==> config.mk <==
export PLATFORM = sky130hd
export DESIGN_NAME = load_store_unit
export DESIGN_NICKNAME = d
export VERILOG_FILES = /design/src/rtl/load_store_unit.sv
export SDC_FILE = /design/constraint.sdc
export NUM_CORES = 1
export LEC_CHECK = 0
export CORE_ASPECT_RATIO = 1.1
export CORE_UTILIZATION = 51
export DETAILED_ROUTE_END_ITERATION = 8
export PLACE_DENSITY = 0.92
export RECOVER_POWER = 50
export SLEW_MARGIN = 20
export SYNTH_ARGS = -nofsm -noshare
export SYNTH_HDL_FRONTEND = slang
export SYNTH_SLANG_ARGS = --single-unit
==> constraint.sdc <==
create_clock -name clk -period 9.76 [get_ports clk]
set_input_delay 2.44 -clock clk [delete_from_list [all_inputs] [get_ports clk]]
set_output_delay 2.44 -clock clk [all_outputs]
set_load 0.02 [all_outputs]
==> src/rtl/load_store_unit.sv <==
// load_store_unit: RV32I byte/halfword/word loads and stores onto a word-wide data memory,
// with read-modify-write for sub-word stores and fault detection before any memory access.
module load_store_unit #(
    parameter int MEM_WORDS = 64
) (
    input  logic        clk,
    input  logic        rst,
    input  logic        req_valid,
    input  logic        req_we,
    input  logic [2:0]  req_funct3,
    input  logic [31:0] req_addr,
    input  logic [31:0] req_wdata,
    output logic [31:0] rsp_rdata,
    output logic        rsp_done,
    output logic        fault,
    output logic        stall,
    output logic [31:0] mem_addr,
    output logic        mem_read,
    output logic        mem_write,
    output logic [31:0] mem_wdata,
    input  logic [31:0] mem_rdata
);
    typedef enum logic [2:0] {IDLE, LOAD_RSP, RMW_WR, STORE_RSP, ERR} state_t;

    state_t      state, state_n;
    logic [31:0] addr_q, rdata_q, merge_q, load_data, merged;
    logic [15:0] wdata_q, lane_h;
    logic [7:0]  lane_b;
    logic [2:0]  funct3_q;
    logic        we_q, accept, bad, legal, misaligned, out_of_range, is_sw;

    assign accept       = state == IDLE && req_valid;
    assign is_sw        = req_funct3 == 3'b010;
    assign legal        = req_we ? req_funct3 inside {3'b000, 3'b001, 3'b010}
                                 : req_funct3 inside {3'b000, 3'b001, 3'b010, 3'b100, 3'b101};
    assign misaligned   = (req_funct3[1:0] == 2'b01 && req_addr[0]) ||
                          (req_funct3[1:0] == 2'b10 && req_addr[1:0] != 2'b00);
    assign out_of_range = {2'b00, req_addr[31:2]} >= 32'(MEM_WORDS);
    assign bad          = !legal || misaligned || out_of_range;

    assign lane_b = mem_rdata[{req_addr[1:0], 3'b000} +: 8];
    assign lane_h = mem_rdata[{req_addr[1], 4'b0000} +: 16];

    always_comb begin
        load_data = req_funct3 == 3'b000 ? {{24{lane_b[7]}}, lane_b} :
                    req_funct3 == 3'b100 ? {24'b0, lane_b} :
                    req_funct3 == 3'b001 ? {{16{lane_h[15]}}, lane_h} :
                    req_funct3 == 3'b101 ? {16'b0, lane_h} : mem_rdata;
        merged = merge_q;
        if (funct3_q == 3'b000)
            merged[{addr_q[1:0], 3'b000} +: 8] = wdata_q[7:0];
        else
            merged[{addr_q[1], 4'b0000} +: 16] = wdata_q;
        state_n = accept ? (bad ? ERR : !req_we ? LOAD_RSP : is_sw ? STORE_RSP : RMW_WR) :
                  state == RMW_WR ? STORE_RSP : IDLE;
    end

    // Reset masks every strobe so an interrupted RMW can never write.
    assign mem_read  = !rst && accept && !bad && (!req_we || !is_sw);
    assign mem_write = !rst && ((accept && !bad && req_we && is_sw) || state == RMW_WR);
    assign mem_addr  = accept ? {2'b00, req_addr[31:2]} :
                       state == RMW_WR ? {2'b00, addr_q[31:2]} : 32'b0;
    assign mem_wdata = !mem_write ? 32'b0 : state == RMW_WR ? merged : req_wdata;
    assign rsp_done  = !rst && state inside {LOAD_RSP, STORE_RSP, ERR};
    assign fault     = !rst && state == ERR;
    assign rsp_rdata = state == LOAD_RSP && !we_q ? rdata_q : 32'b0;
    assign stall     = req_valid & ~rsp_done;

    always_ff @(posedge clk) begin
        if (rst) begin
            state    <= IDLE;
            addr_q   <= '0;
            funct3_q <= '0;
            we_q     <= 1'b0;
            wdata_q  <= '0;
            rdata_q  <= '0;
            merge_q  <= '0;
        end else begin
            state <= state_n;
            if (accept) begin
                addr_q   <= req_addr;
                funct3_q <= req_funct3;
                we_q     <= req_we;
                wdata_q  <= req_wdata[15:0];
                if (!bad && !req_we)
                    rdata_q <= load_data;
                if (!bad && req_we && !is_sw)
                    merge_q <= mem_rdata;
            end
        end
    end
endmodule

==> results of run 1 <==
==> worst max path at each step <==
stage                        startpoint            end  slack [ps]  depth (start not counted)
after floorplan           req_funct3[1]  mem_wdata[28]        2870                          6
after global placement    req_funct3[1]  mem_wdata[26]        1690                          7
after detailed placement  req_funct3[1]  mem_wdata[29]        1540                          7
after CTS                 req_funct3[1]  mem_wdata[29]        1520                          7
after global routing      req_funct3[1]  mem_wdata[28]        1230                          7
final                     req_funct3[1]  mem_wdata[29]        1380                          7
==> tightest hold or removal path: cells and delay by family, from the launching register on <==
family / cells / cell delay, ps
flip-flops: 1 / 300
AND/OR/NAND/NOR: 1 / 50
AO/OA/AOI/OAI: 1 / 50
==> sequential cells by signal, summed over array words and instances (netlist names) <==
signal    flops
addr_q       32
wdata_q      16
state         3
rdata_q      32
we_q          1
merge_q      32
funct3_q      3
==> kinds of logic (layout without fill, tap and decap cells) <==
family	Yosys count	after routing	share of synthesized area (%)
compound gates	182	182	20.38
other cells	1	2	0.05869
simple gates	389	389	27.82
mux	56	56	8.772
fa+ha+maj	5	5	0.9790
flops	119	119	37.28
buf+inv	70	247	4.699
==> area by class of cell <==
class / instances / area share (%)
flip-flops and latches: 119 / 26.66
multi-input cells: 634 / 41.75
well taps: 154 / 2.156
inverters: 7 / 0.2940
repair buffers: 208 / 22.95
clock buffers: 23 / 5.349
clock inverters: 9 / 0.8401
==> synthesized netlist by cell type (all sizes together), types with 3 or more instances <==
master     n  area share, %
nand2    205             12
dfxtp    119             37
a21oi     77            6.0
nor2      74            4.3
mux2i     56            8.8
clkbuf    42            2.5
and2      35            3.4
nand2b    24            2.3
buf       21            1.8
a222oi    16            2.5
a22oi     14            1.6
nor3      12           0.94
a2bb2oi   11            1.5
a211oi    10            1.2
nor4      10            1.2
a221o      8            1.3
a221oi     8            1.1
o21ai      8           0.63
a2111o     7            1.2
a22o       7           0.96
inv        7           0.41
ha         5           0.98
o21a       4           0.47
or3        4           0.47
nand3b     3           0.35
nor2b      3           0.29
nor3b      3           0.35
nor4b      3           0.65
o21bai     3           0.35
or2        3           0.29
or4        3           0.35
==> layout by cell type, fill, tap and decap left out, types with 10 or more instances in the layout <==
master / count
and2_1: 32
dlygate4sd3_1: 31
nor3_1: 12
dfxtp_1: 119
clkdlybuf4s50_1: 169
mux2i_1: 56
clkbuf_16: 17
a222oi_1: 16
a21oi_1: 77
a211oi_1: 10
a2bb2oi_1: 11
a22oi_1: 14
nand2_1: 205
nand2b_1: 24
nor2_1: 74
==> report_power, final <==
part / total (W) / switching (W) / internal [W] / leakage [nW]
sequential: 0.000510 / 0.0000113 / 0.000499 / 0.967
clock: 0.000584 / 0.000218 / 0.000367 / 0.272
combinational: 0.000172 / 0.0000933 / 0.0000786 / 2.22
==> layer usage <==
layer | track usage, % | part of all wire, %
met2 | 54.39 | 48
met1 | 40.58 | 38
met3 | 7.718 | 11
met5 | 0 | 0
met4 | 14.86 | 3.5
==> stage by stage <==
| step | cell area [um2] | worst slack [ps] | utilization (%) | power, W | hold WS (ps) |
|---|---|---|---|---|---|
| floorplan | 6394 | 2866 | - | 0.0005995 | 436.6 |
| global placement | 8394 | 1686 | 69.15 | 0.0006834 | 441.6 |
| global route | 8936 | 1226 | 73.61 | 0.001302 | 466.5 |
| finish | 8936 | 1383 | 73.61 | 0.001267 | 452.6 |
| CTS | 8947 | 1523 | 73.71 | 0.001264 | 455.3 |
| detailed placement | 8394 | 1540 | 69.15 | 0.0006860 | 446.8 |
==> flow_summary.toml, run 1 <==
[run_status]
outcome = "complete, but fails checks"
failed_checks = "max-capacitance violations, max-slew violations"

[cells_and_area]
nFillCells = 906
multi_input_area_um2 = 3731
diodes = 0
fin_nets = 1095
syn2layout_area_growth_pct = 39.85
final_layout_size_suffix_gt1_share_pct = 4.800
seqCellArea_um2 = 2382
instances_no_fill = 1154

[synthesis]
synthesis.area_um2 = 6390
async_flop_share_pct = 0
synth-seq-area-share_pct = 37.28
ys.flop_type = "dfxtp_1"
syn_avg_cell_area_um2 = 7.774
netlist-cell-type-count = 52
synth-edff-count = 0
ys_warn_count = 0
ys_ff_latch = 119
syn_inst = 822

[global_routing]
grt_pass1_vias = 6690
grt_use_total_pct = 33.08
grt_pass1_wl_um = 33040
grt_max_degree = 73
antenna_found_initial = 0
gr-total-overflow = 0

[sta]
skew_ps = 5.345
period_needed_ps = 8377
maxSlewHeadroom_pct = -91.07
hold_viol_final = 0
setup_tns_ps = 0
finalMaxSlewViolations = 98
rsz0062_at_grt = "false"
worstMarginPinSlew_ps = 2866
post-route-period-util_pct = 85.83
max_freq_mhz = 119.4
finalSetupViolCount = 0

[critical_path]
cp_num_buf_inv = 2
cp_max_fo = 25
r2r_end = "merge_q[11]"
critPathKind = "primary input to output pin"
r2r.worst_path.cells = 7
crit_required_ps = 7320
critPathLaunchType = "primary input"
max_stage_delay_ps = 1030
cp-end-kind = "output pin"
critPathSlowestCell = "dlygate4sd3_1"
r2r-start = "state[0]"
worstPathArrival_ps = 5940
path_delay_family = "buffers and inverters"
r2r_setup_slack_ps = 5840
cp_cell_sequence = "dlygate4sd3_1 -> nand3b_1 -> nand4_1 -> or4_1 -> o22a_2 -> a211oi_1 -> clkdlybuf4s50_1"

[floorplan]
start_util_pct = 52.64
die-area_um2 = 12980
row_count = 42
die_height_um = 119.4
dieWidth_um = 108.7
num_io_pins = 204
core_area_um2 = 12140

[hold_path]
hold_end = "addr_q[21]"
worstHoldPathType = "flop to flop"
hold_start = "addr_q[21]"
min_path_cells = 2

[clocking]
clock-root-buffer = "clkbuf_16"
hold_buffers = 0
clkSinkCount = 119
clockBufferDepth = 2
cts_setup_buffers = 0
clk_latency_ps = 420
cts.clk_slew.worst_paths_ps = 50
htree_num_levels = 4
cts_resized = 0
cts_inserted_buffers = 17
cts_tree = "built"

[place]
gp_congestion = 0.9475
placement.io_buffers = 201
hpwl_um = 14970
place_inst = 1122

[route]
drtIter0Drc = 740
drc = 0
via_count = 7036
vias_per_cell = 6.097
wl_per_cell_um = 18.55
dr.pass1.iters = 9
ant_nets = 0
drt-total-wl_um = 21410

[pwr]
pwr_density_cell_nw_per_um2 = 141.7
irDropWorstVdd_mv = 0.09527
p_leak_nw = 3.462

[flow_run]
cap_violations = 2
Note: power is estimated with default switching activity, not from simulation.
==> inputs of run 2 (changes only) <==
--- a/config.mk
+++ b/config.mk
@@ -5,12 +5,14 @@
 export SDC_FILE = /design/constraint.sdc
 export NUM_CORES = 1
 export LEC_CHECK = 0
+export CELL_PAD_IN_SITES_DETAIL_PLACEMENT = 1
+export CELL_PAD_IN_SITES_GLOBAL_PLACEMENT = 1
 export CORE_ASPECT_RATIO = 1.1
-export CORE_UTILIZATION = 51
+export CORE_UTILIZATION = 36
 export DETAILED_ROUTE_END_ITERATION = 8
-export PLACE_DENSITY = 0.92
+export PLACE_DENSITY = 0.91
 export RECOVER_POWER = 50
-export SLEW_MARGIN = 20
+export SLEW_MARGIN = 40
 export SYNTH_ARGS = -nofsm -noshare
 export SYNTH_HDL_FRONTEND = slang
 export SYNTH_SLANG_ARGS = --single-unit
==> constraint.sdc (replaced) <==
create_clock -name clk -period 10.4 [get_ports clk]
set_input_delay 2.6 -clock clk [delete_from_list [all_inputs] [get_ports clk]]
set_output_delay 2.6 -clock clk [all_outputs]
set_load 0.02 [all_outputs]
==> flow_summary.toml, run 2 (synthesized netlist as in run 1, its figures left out) <==
[floorplan]
dieWidth_um = 129.0
die-area_um2 = 18290
die_height_um = 141.7
row_count = 50
start_util_pct = 37.14
core_area_um2 = 17200
num_io_pins = 204

[sta]
max_freq_mhz = 114.4
hold_viol_final = 0
post-route-period-util_pct = 84.04
finalSetupViolCount = 0
setup_tns_ps = 0
worstMarginPinSlew_ps = 2374
maxSlewHeadroom_pct = -58.25
finalMaxSlewViolations = 33
hold-worst-slack_ps = 455.7
skew_ps = 7.781
rsz0062_at_grt = "false"
period_needed_ps = 8740

[clocking]
cts_tree = "built"
cts_inserted_buffers = 17
clockBufferDepth = 2
cts_resized = 0
htree_num_levels = 4
clk_latency_ps = 420
clock-root-buffer = "clkbuf_16"
cts_setup_buffers = 0
hold_buffers = 0
clkSinkCount = 119
cts.clk_slew.worst_paths_ps = 50

[critical_path]
cp-end-kind = "output pin"
max_stage_delay_ps = 1060
crit_required_ps = 7800
cp_cell_sequence = "dlygate4sd3_1 -> nand3b_1 -> nand4_1 -> or4_1 -> o22a_2 -> a211oi_1 -> clkdlybuf4s50_1"
critPathLaunchType = "primary input"
path_delay_family = "buffers and inverters"
critPathLaunch = "req_funct3[1]"
r2r-start = "state[0]"
cp_max_fo = 25
cp_num_buf_inv = 2
worstPathArrival_ps = 6140
critPathKind = "primary input to output pin"
critPathSlowestCell = "dlygate4sd3_1"

[cells_and_area]
multi_input_area_um2 = 3736
top_regs = "addr_q: 32 flops, merge_q: 32 flops, rdata_q: 32 flops"
final_util_pct = 52.70
final_area_um2 = 9066
syn2layout_area_growth_pct = 41.88
diodes = 0
mostFrequentLayoutCell = "nand2_1"
mostFrequentLayoutCells = "nand2_1, clkdlybuf4s50_1, dfxtp_1, a21oi_1, nor2_1"
nFillCells = 2036
fin_nets = 1094
seqCellArea_um2 = 2382
final_layout_size_suffix_gt1_share_pct = 5.205

[run_status]
outcome = "complete, but fails checks"
failed_checks = "max-capacitance violations, max-slew violations"

[flow_run]
cap_violations = 1

[place]
placement.io_buffers = 201
dpl_cell_area_um2 = 8502
hpwl_um = 17500
gp_congestion = 0.8460

[global_routing]
antenna_found_initial = 0
grt_pass1_vias = 7164
grt_pass1_wl_um = 37940
grt_max_degree = 75
grt_use_total_pct = 27.15
gr-total-overflow = 0

[route]
drc = 0
drtIter0Drc = 597
drt-total-wl_um = 24490
vias_per_cell = 5.595
wl_per_cell_um = 19.86
via_count = 6899
ant_nets = 0
dr.pass1.iters = 6

[pwr]
irDropWorstVdd_mv = 0.1125
p_leak_nw = 3.476
pwr_density_cell_nw_per_um2 = 135.2

[hold_path]
worstHoldPathType = "flop to flop"
hold_start = "addr_q[27]"
run 2: changes by cell type in the layout (fill, tap and decap cells not counted), sizes merged:
cell           previous run  this run
clkinv                    6         4
clkdlybuf4s50           169       166
buf                       5         6
dlygate4sd3              31        33
bufinv                    1         2
run 2: worst paths after layout:
check                                endpoint  slack, ps  cells after the start
worst max-delay path            mem_wdata[30]       1660                      7
worst min-delay path               addr_q[27]        460                      2
worst max register to register    merge_q[15]       6400                      7
worst min register to register     addr_q[27]        460                      2
run 2: cell type report:
cell class / instances / area share, %
well taps: 234 / 3.229
flip-flops and latches: 119 / 26.28
clock buffers: 24 / 5.424
repair buffers: 207 / 22.52
inverters: 7 / 0.2898
multi-input cells: 634 / 41.21
clock inverters: 8 / 1.049
run 2: metal layers:
metal	GRT usage (%)	routed length (um)	share of wire [%]	vias up
li1	-	-	-	3210
met4	12.14	691	2.8	0
met1	30.54	9554	39	3382
met5	0	0	0	-
met3	6.297	1590	6.5	48
met2	48.42	12660	52	259
run 2: worst register-to-register path, cell delays in order (launching register included):
cell      delay [ps]
dfxtp_1          370
nor4b_1          330
buf_4            560
nand3_1          260
nor4_4           170
clkbuf_1        1720
mux2i_1          370
nor2_1            90
run 2: metrics by stage:
step	instances	total power, W	setup WS [ps]
finish	1233	0.001225	1660
global route	1233	0.001266	1484
detailed placement	1201	0.0006483	1817
CTS	1233	0.001232	1811
floorplan	823	0.0005626	3186
global placement	1201	0.0006435	1898
run 2: where the power goes:
| group | leakage (nW) | switching, W | internal [W] |
|---|---|---|---|
| Clock | 0.286 | 0.000208 | 0.000376 |
| Sequential | 0.967 | 0.0000108 | 0.000468 |
| Combinational | 2.22 | 0.0000891 | 0.0000731 |
| Total | 3.48 | 0.000308 | 0.000917 |
==> inputs of run 3 (changes only) <==
--- a/config.mk
+++ b/config.mk
@@ -8,9 +8,9 @@
 export CELL_PAD_IN_SITES_DETAIL_PLACEMENT = 1
 export CELL_PAD_IN_SITES_GLOBAL_PLACEMENT = 1
 export CORE_ASPECT_RATIO = 1.1
-export CORE_UTILIZATION = 36
+export CORE_UTILIZATION = 33
 export DETAILED_ROUTE_END_ITERATION = 8
-export PLACE_DENSITY = 0.91
+export PLACE_DENSITY = 0.85
 export RECOVER_POWER = 50
 export SLEW_MARGIN = 40
 export SYNTH_ARGS = -nofsm -noshare
==> constraint.sdc (replaced) <==
create_clock -name clk -period 8.99 [get_ports clk]
set_input_delay 2.2475 -clock clk [delete_from_list [all_inputs] [get_ports clk]]
set_output_delay 2.2475 -clock clk [all_outputs]
set_load 0.02 [all_outputs]
==> flow_summary.toml, run 3 (synthesized netlist as in run 1, its figures left out) <==
[sta]
setup_tns_ps = 0
rsz0062_at_grt = "false"
finalSetupViolCount = 0
period_needed_ps = 8255
max_freq_mhz = 121.1
finalWorstSetupSlack_ps = 735.1
skew_ps = 6.658
worstMarginPinSlew_ps = 3096
finalMaxSlewViolations = 151
hold_viol_final = 0
maxSlewHeadroom_pct = -106.4
post-route-period-util_pct = 91.82

[floorplan]
die_height_um = 147.9
core_area_um2 = 19030
start_util_pct = 33.57
row_count = 53
dieWidth_um = 134.7
die-area_um2 = 19920
num_io_pins = 204

[pwr]
switchingPower_w = 0.0003567
irDropWorstVdd_mv = 0.1238
seq_power_share_pct = 37.4
pwr_density_cell_nw_per_um2 = 161.8
clockPowerShare_pct = 49.8
p_int_w = 0.001125
p_sw_share_pct = 24.07
p_leak_nw = 3.502
pwr-share-comb_pct = 12.8

[clocking]
htree_num_levels = 4
cts_tree = "built"
hold_buffers = 0
cts_resized = 0
clockBufferDepth = 2
clkSinkCount = 119
cts_inserted_buffers = 17
cts.clk_slew.worst_paths_ps = 50
clk_latency_ps = 420
cts_setup_buffers = 0
clock-root-buffer = "clkbuf_16"

[route]
drtIter0Drc = 452
drt-total-wl_um = 24370
dr.pass1.iters = 9
via_count = 6761
ant_nets = 0
vias_per_cell = 5.426
wl_per_cell_um = 19.56
drc = 18

[place]
place_inst = 1215
hpwl_um = 17640
dpl_cell_area_um2 = 8526
gp_congestion = 0.8404
placement.io_buffers = 201
pre_cts_slack_ps = 1066

[critical_path]
cp_cell_sequence = "dlygate4sd3_1 -> nor4b_4 -> clkbuf_1 -> nand2_1 -> nand2_1 -> clkdlybuf4s50_1"
max_stage_delay_ps = 1780
cp_num_buf_inv = 3
critPathSlowestCell = "clkbuf_1"
path_delay_family = "buffers and inverters"
worstPathArrival_ps = 6010
crit_required_ps = 6740
cp_max_fo = 52
critPathLaunchType = "primary input"
critPathKind = "primary input to output pin"
cp_common_cell = "nand2_1"
cp-end-kind = "output pin"

[run_status]
outcome = "complete, but fails checks"
failed_checks = "design-rule violations, max-capacitance violations, max-slew violations"

[global_routing]
antenna_found_initial = 0
grt_max_degree = 65
grt_pass1_vias = 6879
gr-total-overflow = 0
grt_use_total_pct = 24.47
grt_pass1_wl_um = 37290

[cells_and_area]
fin_nets = 1095
mostFrequentLayoutCells = "nand2_1, clkdlybuf4s50_1, dfxtp_1, a21oi_1, nor2_1"
final_area_um2 = 9159
instances_no_fill = 1246
diodes = 0
top_regs = "addr_q: 32 flops, merge_q: 32 flops, rdata_q: 32 flops"
nFillCells = 2255
syn2layout_area_growth_pct = 43.33
mostFrequentLayoutCell = "nand2_1"
final_layout_size_suffix_gt1_share_pct = 5.305

[hold_path]
worstHoldPathType = "flop to flop"

[flow_run]
cap_violations = 3
==> run 3: layout make-up <==
type                       count  area [um2]  share of cell area [%]
multi-input combinational    634        3754                   40.98
sequential                   119        2382                   26.01
clock buffer                  23       498.0                   5.437
timing repair buffer         208        2047                   22.35
clock inverter                 8       142.6                   1.557
tap                          247       309.0                   3.374
inverter                       7       26.28                  0.2869
==> run 3: power groups by stage <==
| stage | clock, W | sequential, W | combinational [W] |
|---|---|---|---|
| floorplan | 0 | 0.000560 | 0.0000907 |
| global placement | 0 | 0.000564 | 0.000183 |
| detailed placement | 0 | 0.000565 | 0.000186 |
| CTS | 0.000745 | 0.000554 | 0.000188 |
| global route | 0.000772 | 0.000555 | 0.000203 |
| finish | 0.000738 | 0.000554 | 0.000189 |
==> run 3: through the flow <==
step	util (%)	hold WS, ps	power [W]
after CTS	48.16	458.6	0.001487
after floorplan	-	436.6	0.0006509
final	48.12	456.2	0.001482
after global placement	44.72	441.9	0.0007466
after global routing	48.12	475.8	0.001531
after detailed placement	44.80	451.1	0.0007511
==> run 3: final timing paths <==
check / start / cells past startpoint / end / slack [ps]
min: addr_q[7] / 2 / addr_q[7] / 460
max: req_valid / 6 / mem_addr[18] / 740
max reg2reg: state[0] / 7 / merge_q[20] / 3590
min reg2reg: addr_q[7] / 2 / addr_q[7] / 460
==> run 3: worst reg2reg max path, delay by kind of cell (launching register included) <==
family	cells	cell delay [ps]
buffers and inverters	2	3470
AND/OR/NAND/NOR	4	1030
flip-flops	1	380
multiplexers	1	380
==> run 3: per-layer routing <==
metal / GRT usage, % / vias up / wire (um)
met1: 27.99 / 3283 / 9828
met4: 8.258 / 0 / 510
met3: 5.590 / 35 / 1502
met5: 0 / - / 0
met2: 44.33 / 233 / 12530
li1: - / 3210 / -
